`src/rtl/led_matrix_pkg.sv`:
```
// Shared types for the 8x8 RGB matrix row-scan driver and its capture mirror.
package led_matrix_pkg;

   localparam int ROWS = 8;
   localparam int COLS = 8;

   typedef logic [2:0] row_idx_t;

   typedef struct packed {
      logic [COLS-1:0] r;
      logic [COLS-1:0] g;
      logic [COLS-1:0] b;
   } rgb_row_t;

   typedef rgb_row_t [ROWS-1:0] frame_t;

   typedef enum logic {
      HUNT  = 1'b0,
      SWEEP = 1'b1
   } fsm_state_t;

   // Scan columns are active-low; the buffers hold lit-is-one pixels.
   function automatic rgb_row_t decode_cols(input logic [COLS-1:0] r,
                                            input logic [COLS-1:0] g,
                                            input logic [COLS-1:0] b);
      rgb_row_t px;
      px.r = ~r;
      px.g = ~g;
      px.b = ~b;
      return px;
   endfunction

endpackage

```
`src/rtl/led_scan_capture_if.sv`:
```
// Scan bus plus read-port bundle between a matrix scan source and the capture mirror.
interface led_scan_capture_if #(
   parameter int CNT_W = 16
);
   import led_matrix_pkg::*;

   logic            scan_en;
   row_idx_t        scan_row;
   logic [COLS-1:0] scan_r;
   logic [COLS-1:0] scan_g;
   logic [COLS-1:0] scan_b;

   row_idx_t        rd_row;
   logic [COLS-1:0] rd_r;
   logic [COLS-1:0] rd_g;
   logic [COLS-1:0] rd_b;

   logic             frame_valid;
   logic             frame_changed;
   logic [CNT_W-1:0] frame_count;
   logic [CNT_W-1:0] seq_err;

   modport master (
      output scan_en, scan_row, scan_r, scan_g, scan_b, rd_row,
      input  rd_r, rd_g, rd_b, frame_valid, frame_changed, frame_count, seq_err
   );

   modport slave (
      input  scan_en, scan_row, scan_r, scan_g, scan_b, rd_row,
      output rd_r, rd_g, rd_b, frame_valid, frame_changed, frame_count, seq_err
   );

endinterface

```
`src/rtl/scan_settle_filter.sv`:
```
// Synchronizes the asynchronous scan bus and emits one capture strobe per
// dwell once the row/column vector has held steady long enough.
module scan_settle_filter
   import led_matrix_pkg::*;
#(
   parameter int SETTLE_CYCLES = 4
) (
   input  logic            clk,
   input  logic            rst_n,
   input  logic            scan_en,
   input  row_idx_t        scan_row,
   input  logic [COLS-1:0] scan_r,
   input  logic [COLS-1:0] scan_g,
   input  logic [COLS-1:0] scan_b,
   output logic            en,
   output logic            capture,
   output row_idx_t        row,
   output logic [COLS-1:0] r,
   output logic [COLS-1:0] g,
   output logic [COLS-1:0] b
);

   localparam logic [7:0] CNT_LAST = 8'(SETTLE_CYCLES - 1);

   typedef struct packed {
      logic            en;
      row_idx_t        row;
      logic [COLS-1:0] r;
      logic [COLS-1:0] g;
      logic [COLS-1:0] b;
   } scan_vec_t;

   scan_vec_t  meta_q;
   scan_vec_t  sync_q;
   scan_vec_t  held_q;
   logic [7:0] stable_cnt;
   logic       captured;
   logic       changed;

   always_ff @(posedge clk or negedge rst_n) begin
      if (!rst_n) begin
         meta_q <= '0;
         sync_q <= '0;
      end else begin
         meta_q <= {scan_en, scan_row, scan_r, scan_g, scan_b};
         sync_q <= meta_q;
      end
   end

   // held_q is the sample being qualified; stable_cnt is how many further
   // identical samples have followed it, so a capture needs SETTLE_CYCLES in a row.
   assign changed = (sync_q != held_q) || !sync_q.en;
   assign capture = held_q.en && (stable_cnt == CNT_LAST) && !captured;

   always_ff @(posedge clk or negedge rst_n) begin
      if (!rst_n) begin
         held_q     <= '0;
         stable_cnt <= '0;
         captured   <= 1'b0;
      end else begin
         held_q <= sync_q;
         if (changed) begin
            stable_cnt <= '0;
            captured   <= 1'b0;
         end else begin
            if (stable_cnt != CNT_LAST) begin
               stable_cnt <= stable_cnt + 8'd1;
            end
            if (capture) begin
               captured <= 1'b1;
            end
         end
      end
   end

   assign en  = held_q.en;
   assign row = held_q.row;
   assign r   = held_q.r;
   assign g   = held_q.g;
   assign b   = held_q.b;

endmodule

```
`src/rtl/led_scan_capture.sv`:
```
// Receive-side mirror of the 8x8 RGB row-scan bus: rebuilds whole frames from
// settled row captures and exposes the last committed frame on a read port.
module led_scan_capture
   import led_matrix_pkg::*;
#(
   parameter int SETTLE_CYCLES = 4,
   parameter int CNT_W         = 16
) (
   input  logic              clk,
   input  logic              rst_n,
   led_scan_capture_if.slave bus
);

   logic [1:0]       rst_pipe;
   logic             rst_sync_n;

   logic             cap_en;
   logic             capture;
   row_idx_t         cap_row;
   logic [COLS-1:0]  cap_r;
   logic [COLS-1:0]  cap_g;
   logic [COLS-1:0]  cap_b;

   fsm_state_t       state;
   fsm_state_t       state_next;
   row_idx_t         expected;
   row_idx_t         expected_next;
   logic             seq_inc;
   logic             commit;

   frame_t           shadow;
   frame_t           shadow_upd;
   frame_t           frame;
   logic             frame_valid_q;
   logic             frame_changed_q;
   logic [CNT_W-1:0] frame_count_q;
   logic [CNT_W-1:0] seq_err_q;

   // Reset asserts immediately but is released only after two clean edges.
   always_ff @(posedge clk or negedge rst_n) begin
      if (!rst_n) begin
         rst_pipe <= 2'b00;
      end else begin
         rst_pipe <= {rst_pipe[0], 1'b1};
      end
   end

   assign rst_sync_n = rst_pipe[1];

   scan_settle_filter #(
      .SETTLE_CYCLES (SETTLE_CYCLES)
   ) u_filter (
      .clk      (clk),
      .rst_n    (rst_sync_n),
      .scan_en  (bus.scan_en),
      .scan_row (bus.scan_row),
      .scan_r   (bus.scan_r),
      .scan_g   (bus.scan_g),
      .scan_b   (bus.scan_b),
      .en       (cap_en),
      .capture  (capture),
      .row      (cap_row),
      .r        (cap_r),
      .g        (cap_g),
      .b        (cap_b)
   );

   // The shadow with this cycle's capture folded in; a row-7 commit copies
   // this view so the last row lands in the frame on the same edge.
   always_comb begin
      shadow_upd = shadow;
      if (capture) begin
         shadow_upd[cap_row] = decode_cols(cap_r, cap_g, cap_b);
      end
   end

   always_comb begin
      state_next    = state;
      expected_next = expected;
      seq_inc       = 1'b0;
      commit        = 1'b0;
      if (!cap_en) begin
         state_next    = HUNT;
         expected_next = '0;
      end else if (capture) begin
         case (state)
            HUNT: begin
               if (cap_row == 3'd0) begin
                  state_next    = SWEEP;
                  expected_next = 3'd1;
               end
            end
            SWEEP: begin
               if (cap_row == expected) begin
                  expected_next = expected + 3'd1;
                  if (cap_row == 3'd7) begin
                     commit     = 1'b1;
                     state_next = HUNT;
                  end
               end else begin
                  seq_inc = 1'b1;
                  if (cap_row == 3'd0) begin
                     expected_next = 3'd1;
                  end else begin
                     state_next = HUNT;
                  end
               end
            end
            default: begin
               state_next = HUNT;
            end
         endcase
      end
   end

   always_ff @(posedge clk or negedge rst_sync_n) begin
      if (!rst_sync_n) begin
         state    <= HUNT;
         expected <= '0;
      end else begin
         state    <= state_next;
         expected <= expected_next;
      end
   end

   always_ff @(posedge clk or negedge rst_sync_n) begin
      if (!rst_sync_n) begin
         shadow          <= '0;
         frame           <= '0;
         frame_valid_q   <= 1'b0;
         frame_changed_q <= 1'b0;
         frame_count_q   <= '0;
         seq_err_q       <= '0;
      end else begin
         shadow          <= shadow_upd;
         frame_valid_q   <= commit;
         frame_changed_q <= commit && (shadow_upd != frame);
         if (commit) begin
            frame         <= shadow_upd;
            frame_count_q <= frame_count_q + CNT_W'(1);
         end
         if (seq_inc && (seq_err_q != '1)) begin
            seq_err_q <= seq_err_q + CNT_W'(1);
         end
      end
   end

   assign bus.rd_r          = frame[bus.rd_row].r;
   assign bus.rd_g          = frame[bus.rd_row].g;
   assign bus.rd_b          = frame[bus.rd_row].b;
   assign bus.frame_valid   = frame_valid_q;
   assign bus.frame_changed = frame_changed_q;
   assign bus.frame_count   = frame_count_q;
   assign bus.seq_err       = seq_err_q;

endmodule

```
`src/flat_wrapper.sv`:
```
// flat-port wrapper written by rule: the top's interface ports become plain ports
module led_scan_capture_flat import led_matrix_pkg::*;
#(
   parameter int SETTLE_CYCLES = 4,
   parameter int CNT_W         = 16
)
  (clk, rst_n, bus_scan_en, bus_scan_row, bus_scan_r, bus_scan_g, bus_scan_b, bus_rd_row, bus_rd_r, bus_rd_g, bus_rd_b, bus_frame_valid, bus_frame_changed, bus_frame_count, bus_seq_err);
  led_scan_capture_if #(.CNT_W(CNT_W)) bus_i ();
  input  logic clk;
  input  logic rst_n;
  input wire logic [$bits(bus_i.scan_en)-1:0] bus_scan_en;
  input wire logic [$bits(bus_i.scan_row)-1:0] bus_scan_row;
  input wire logic [$bits(bus_i.scan_r)-1:0] bus_scan_r;
  input wire logic [$bits(bus_i.scan_g)-1:0] bus_scan_g;
  input wire logic [$bits(bus_i.scan_b)-1:0] bus_scan_b;
  input wire logic [$bits(bus_i.rd_row)-1:0] bus_rd_row;
  output wire logic [$bits(bus_i.rd_r)-1:0] bus_rd_r;
  output wire logic [$bits(bus_i.rd_g)-1:0] bus_rd_g;
  output wire logic [$bits(bus_i.rd_b)-1:0] bus_rd_b;
  output wire logic [$bits(bus_i.frame_valid)-1:0] bus_frame_valid;
  output wire logic [$bits(bus_i.frame_changed)-1:0] bus_frame_changed;
  output wire logic [$bits(bus_i.frame_count)-1:0] bus_frame_count;
  output wire logic [$bits(bus_i.seq_err)-1:0] bus_seq_err;
  assign bus_i.scan_en = bus_scan_en;
  assign bus_i.scan_row = bus_scan_row;
  assign bus_i.scan_r = bus_scan_r;
  assign bus_i.scan_g = bus_scan_g;
  assign bus_i.scan_b = bus_scan_b;
  assign bus_i.rd_row = bus_rd_row;
  assign bus_rd_r = bus_i.rd_r;
  assign bus_rd_g = bus_i.rd_g;
  assign bus_rd_b = bus_i.rd_b;
  assign bus_frame_valid = bus_i.frame_valid;
  assign bus_frame_changed = bus_i.frame_changed;
  assign bus_frame_count = bus_i.frame_count;
  assign bus_seq_err = bus_i.seq_err;
  led_scan_capture #(.SETTLE_CYCLES(SETTLE_CYCLES), .CNT_W(CNT_W)) u_core (.clk(clk), .rst_n(rst_n), .bus(bus_i));
endmodule
```
`config.mk`:
```
export PLATFORM = sky130hd
export DESIGN_NAME = led_scan_capture_flat
export DESIGN_NICKNAME = d
export VERILOG_FILES = /design/src/rtl/led_matrix_pkg.sv /design/src/rtl/led_scan_capture_if.sv /design/src/rtl/scan_settle_filter.sv /design/src/rtl/led_scan_capture.sv /design/src/flat_wrapper.sv
export SDC_FILE = /design/constraint.sdc
export NUM_CORES = 1
export LEC_CHECK = 0
export ABC_AREA = 0
export ABC_CLOCK_PERIOD_IN_PS = 22100
export CAP_MARGIN = 10
export CORE_UTILIZATION = 46
export DETAILED_ROUTE_END_ITERATION = 6
export PLACE_DENSITY_LB_ADDON = 0.1
export SLEW_MARGIN = 20
export SYNTH_ARGS = -nofsm -noshare
export SYNTH_HDL_FRONTEND = slang
export SYNTH_SLANG_ARGS = --single-unit
```
`constraint.sdc`:
```
create_clock -name clk -period 22.1 [get_ports clk]
set_input_delay 4.42 -clock clk [delete_from_list [all_inputs] [get_ports clk]]
set_output_delay 4.42 -clock clk [all_outputs]
set_load 0.05 [all_outputs]
```
==> results.toml, run 1 <==
[critical_path]
worst_r2r_path_depth = 9
ff2ff_setup_slack_ns = 16.46
critPathRequiredTime_ns = 17.68
r2r-start = "u_core.u_filter.en"
rr_endpoint = "u_core.bus.frame_changed"
worstPathMaxFanout = 48
critical_path.endpoint_type = "output pin"
crit_arrival_ns = 6.89
critPathKind = "primary input to output pin"
cp-start-kind = "primary input"

[run]
drv_cap = 0

[route]
post_drt_wl_per_cell_um = 32.4
drt_iter0_drc = 3058
drc = 0
avgViaCountPerCell = 6.38
drt-total-wl_um = 109000
via_count = 21400
firstDrtPassIters = 6
ant_nets = 0

[global_routing]
met1_usage_pct = 56.9
gr-usage-met2_pct = 57.0
grt_usage_pct = 40.2
grt_overflow = 0
grt_pass1_vias = 19800
grt_pass1_wl_um = 152000
antenna_found_initial = 12
use_met3_pct = 9.53
busiest_layer = "met2"
grt_max_degree = 82

[floorplanning]
coreArea_mm2 = 0.0530
fp.dieW_um = 235
num_io_pins = 91
die_area_mm2 = 0.0550
initial_core_util_pct = 47.0
fp.dieH_um = 235
rows = 84

[yosys]
synth-seq-area-share_pct = 52.0
synth_cells = 2558
synth_area_per_cell_um2 = 9.72
synth_top_area_share_pct = 52.0
synth_area_leaders = "dfrtp_1, o21ai_0, nor2_1"
synth_cell_types = 70
syn_area_mm2 = 0.0249
yosysWarnings = 0
synth-async-reset-ratio_pct = 100
ys_ff_latch = 517
synthFlopType = "dfrtp_1"
synth-edff-count = 0
syn_nets = 2595
synth_area_leader_cell = "dfrtp_1"

[clocking]
cts_buffers = 57
cts_sinks = 517
cts_buffer_depth = 3
clkTransAtPathRegs_ns = 0.06
hold_buffers = 0
ctsResizeCount = 0
h-tree-depth = 2
post_cts_buffers = 0
clk_latency_ns = 0.65
clockRootBuffer = "clkbuf_16"
cts_tree = "built"

[cells_and_area]
multi_input_area_mm2 = 0.0108
area_growth_pct = 15.2
final_common_cell = "dfrtp_1"
drive_above_1_share_pct = 10.7
fillCellCount = 4718
nets = 2642
register_area_mm2 = 0.0129
final_cell_mix = "dfrtp_1, nor2_1, nand2_1"

[sta]
hold_viol_final = 0
rsz0062_at_grt = "no"
tightest_slew_ns = 1.21
post-route-min-period_ns = 11.31
final.period_utilization_pct = 51.2
slew_headroom_pct = 18.9
max_freq_mhz = 88.4
finalSetupViolCount = 0
drv_slew = 0
fin_setup_tns_ns = 0
clock_skew_ns = 0.0162
finalWorstSetupSlack_ns = 10.79

[power]
p_leak_uw = 0.0132
ir_worst_vdd_mv = 0.0656
power.density_mw_per_mm2 = 72.8

[placement]
globalplace.congestion = 1.08
pre_cts_ws_ns = 10.77
place_hpwl_um = 76900
io_buffer_count = 90

[status]
status = "complete, no violations"

[worst_hold_path]
min_path_type = "register to register"
hold_start = "u_core.u_filter.meta_q[27]"
hold_end = "u_core.u_filter.sync_q[27]"
min_path_cells = 0
[metal layers]
| layer | up-vias | share of wire [%] |
|---|---|---|
| li1 | 8987 | - |
| met1 | 10800 | 42 |
| met2 | 1325 | 42 |
| met3 | 278 | 10 |
| met4 | 12 | 5.8 |
| met5 | - | 0.076 |
[sequential cells by signal, indices dropped and copies added, names as in the netlist]
| signal | count |
|---|---|
| u_core.u_filter.g | 8 |
| u_core.u_filter.captured | 1 |
| u_core.bus.seq_err | 16 |
| u_core.u_filter.meta_q | 28 |
| u_core.bus.frame_valid | 1 |
| u_core.bus.frame_changed | 1 |
| u_core.u_filter.stable_cnt | 8 |
| u_core.u_filter.b | 8 |
| u_core.expected | 3 |
| u_core.shadow | 192 |
| u_core.frame | 192 |
| u_core.u_filter.row | 3 |
| u_core.u_filter.en | 1 |
| u_core.u_filter.r | 8 |
| u_core.u_filter.sync_q | 28 |
| u_core.rst_pipe | 2 |
| u_core.bus.frame_count | 16 |
| u_core.state | 1 |
[synthesized netlist by cell type, types with 6 or more instances]
cell and instances:
dfrtp_1 517, nor2_1 313, nand2_1 266, o21ai_0 240, inv_1 158, clkbuf_1 156, a21oi_1 136, xnor2_1 99
nand3_1 66, xor2_1 65, nand4_1 51, mux4_2 48, mux2_2 39, mux2i_1 39, o22ai_1 36, nor3_1 33
nor4_1 21, a32o_1 20, a211oi_1 14, a31oi_1 14, and3_1 13, o221ai_1 13, nand3b_1 12, nand2b_1 11
a221oi_1 10, a22oi_1 10, buf_1 10, nor3b_1 10, a2111oi_0 9, a32oi_1 8, nor2b_1 8, or3_1 8
o211ai_1 7, or4_1 6
[cells by family (layout without fill, tap and decap cells)]
group / count (synthesis) / count (layout) / share of synthesized area, %
and+or+nand+nor: 845 / 845 / 15.4
AOI/OAI and AO/OA: 573 / 573 / 13.9
DFF: 517 / 517 / 52.0
buffers and inverters: 328 / 424 / 5.02
xor gates and xnor gates: 164 / 164 / 5.78
muxes: 126 / 126 / 7.68
adders and majority gates: 4 / 4 / 0.201
other: 1 / 8 / 0.0151
[critical path, cell delays in order]
cell	delay (ns)
buf_4	0.73
mux4_2	0.61
mux2_2	0.34
clkdlybuf4s50_1	0.73
[worst max-delay path by stage]
stage / startpoint / slack (ns) / depth (start not counted) / endpoint
after floorplan: u_core.rst_pipe[1] / 6.62 / 0 / u_core.bus.frame_changed
after global placement: bus_rd_row[0] / 10.84 / 4 / bus_rd_r[0]
after detailed placement: bus_rd_row[0] / 10.77 / 4 / bus_rd_r[0]
after CTS: bus_rd_row[0] / 10.77 / 4 / bus_rd_r[0]
after global routing: bus_rd_row[0] / 10.65 / 4 / bus_rd_r[0]
final: bus_rd_row[0] / 10.79 / 4 / bus_rd_r[0]
[stage by stage]
| stage | instance area, um2 | cells | hold WS (ns) | util, % | total power (uW) |
|---|---|---|---|---|---|
| after global placement | 26600 | 3234 | 0.331 | 50.1 | 1060 |
| after CTS | 28600 | 3342 | 0.349 | 54.0 | 2100 |
| after floorplan | 24900 | 2558 | 0.331 | - | 1020 |
| after global routing | 28600 | 3342 | 0.354 | 54.0 | 2140 |
| final | 28600 | 3349 | 0.344 | 54.1 | 2090 |
| after detailed placement | 26600 | 3234 | 0.335 | 50.1 | 1060 |
[report_power, final]
part / internal (uW) / switching, uW / total [uW] / leakage (uW)
Sequential: 954 / 10.2 / 965 / 0.00703
Clock: 614 / 425 / 1040 / 0.00101
Combinational: 20.6 / 61.5 / 82.1 / 0.00516
[layout make-up]
type                    count  area share (%)
inverters                 158            2.07
multi-input cells        1713            37.6
flip-flops and latches    517            45.2
repair buffers            158            4.90
well taps                 688            3.01
diodes                      7          0.0612
clock buffers              80            5.84
clock inverters            28            1.36
(Power assumes the default switching activity.)
==> run 2, diff against run 1 <==
--- a/config.mk
+++ b/config.mk
@@ -6,7 +6,7 @@
 export NUM_CORES = 1
 export LEC_CHECK = 0
 export ABC_AREA = 0
-export ABC_CLOCK_PERIOD_IN_PS = 22100
+export ABC_CLOCK_PERIOD_IN_PS = 11600
 export CAP_MARGIN = 10
 export CORE_UTILIZATION = 46
 export DETAILED_ROUTE_END_ITERATION = 6
==> constraint.sdc (replaced) <==
create_clock -name clk -period 11.6 [get_ports clk]
set_input_delay 2.32 -clock clk [delete_from_list [all_inputs] [get_ports clk]]
set_output_delay 2.32 -clock clk [all_outputs]
set_load 0.05 [all_outputs]
==> run 2 against run 1 <==
Sequential share of layout area up 0.099 points. Worst setup slack worse by 6.3 ns. Clock power up 88%. Via count down 0.91%. Clock skew up 0.0029 ns. Count of clock-buffer cells in the layout down 4. Final cell count down 0.27%. Largest power group unchanged. Sequential power up 91%.
==> results.toml, run 2 (synthesis gave the netlist of run 1 again) <==
[cells_and_area]
fin_cells = 3340
fillCellCount = 4784
drive_above_1_share_pct = 10.3
final_common_cell = "dfrtp_1"
nets = 2640
top_regs = "u_core.frame: 192 flops, u_core.shadow: 192 flops"
area_growth_pct = 14.9
final_cell_mix = "dfrtp_1, nor2_1, nand2_1"

[critical_path]
ff2ff_setup_slack_ns = 6.49
critPathKind = "primary input to output pin"
crit_start = "bus_rd_row[0]"
crit_end = "bus_rd_r[0]"
worst_r2r_path_depth = 11
critPathRequiredTime_ns = 9.28
crit_arrival_ns = 4.77
r2r-start = "u_core.u_filter.stable_cnt[0]"
worstPathMaxFanout = 48
rr_endpoint = "u_core.bus.frame_changed"
critical_path.endpoint_type = "output pin"
cp-start-kind = "primary input"

[global_routing]
grt_pass1_vias = 19700
grt_overflow = 0
grt_usage_pct = 39.9
grt_max_degree = 159
antenna_found_initial = 7
grt_pass1_wl_um = 152000

[clocking]
clk_latency_ns = 0.64
cts_sinks = 517
cts_buffer_depth = 3
clockRootBuffer = "clkbuf_16"
post_cts_buffers = 0
hold_buffers = 0
cts_buffers = 59
cts_tree = "built"
clkTransAtPathRegs_ns = 0.06
h-tree-depth = 2
ctsResizeCount = 0

[worst_hold_path]
min_path_type = "register to register"
hold_start = "u_core.u_filter.meta_q[25]"
min_path_cells = 0

[route]
drc = 0
firstDrtPassIters = 6
drt-total-wl_um = 108000
via_count = 21200
post_drt_wl_per_cell_um = 32.4
drt_iter0_drc = 3049
avgViaCountPerCell = 6.34
ant_nets = 0

[sta]
tightest_slew_ns = 1.21
post-route-min-period_ns = 7.09
max_freq_mhz = 141
rsz0062_at_grt = "no"
drv_slew = 0
fin_setup_tns_ns = 0
final.period_utilization_pct = 61.1
slew_headroom_pct = 19.0
finalSetupViolCount = 0
hold_viol_final = 0
clock_skew_ns = 0.0191

[power]
p_leak_uw = 0.0132
ir_worst_vdd_mv = 0.108
power.density_mw_per_mm2 = 138
finalPower_uw = 3950

[floorplanning]
rows = 84
coreArea_mm2 = 0.0530
initial_core_util_pct = 47.0
die_area_mm2 = 0.0550
fp.dieH_um = 235
fp.dieW_um = 235
num_io_pins = 91

[placement]
placed_cells = 3230
globalplace.congestion = 1.03
io_buffer_count = 90
place_hpwl_um = 76100

[status]
status = "complete, no violations"

[run]
drv_cap = 0
-- run 2: how the worst min path moves through the flow --
stage	endpoint	slack, ns
final	u_core.u_filter.sync_q[25]	0.34
after floorplan	u_core.rst_pipe[1]	0.33
after global placement	u_core.u_filter.sync_q[21]	0.33
after global routing	u_core.u_filter.sync_q[16]	0.35
after CTS	u_core.u_filter.sync_q[25]	0.35
after detailed placement	u_core.u_filter.sync_q[15]	0.33
-- run 2: routing by layer --
layer  track usage [%]  part of all wire [%]  vias to the layer above
li1                  -                     -                     8992
met1              56.7                    42                    10700
met2              57.0                    42                     1263
met3              9.61                    11                      242
met4              18.9                   5.4                        4
met5                 0                 0.021                        -
-- run 2: stage by stage --
stage	hold WS [ns]	area, um2	setup WS, ns	utilization [%]
floorplan	0.331	24900	3.18	-
global placement	0.331	26500	4.55	50.1
detailed placement	0.335	26600	4.47	50.1
CTS	0.347	28600	4.48	53.9
global route	0.352	28600	4.38	53.9
finish	0.345	28600	4.51	54.0
-- run 2: power by group --
group	leakage, uW	total (uW)	internal, uW	switching [uW]
Clock	0.000997	1960	1160	798
Combinational	0.00515	151	39.1	112
Sequential	0.00703	1840	1820	20.6
-- run 2: worst max-delay path: stages --
cell and delay (ns):
buf_4 0.74, mux4_2 0.62, mux2_2 0.33, clkdlybuf4s50_1 0.72
-- run 2: cell type report --
class                      count  area [um2]  area share [%]
multi-input combinational   1713       10800            37.6
timing repair buffer         154        1410            4.94
sequential                   517       12900            45.3
tap                          688         861            3.01
antenna                        3        7.51          0.0263
clock buffer                  76        1610            5.63
clock inverter                31         398            1.39
inverter                     158         593            2.08
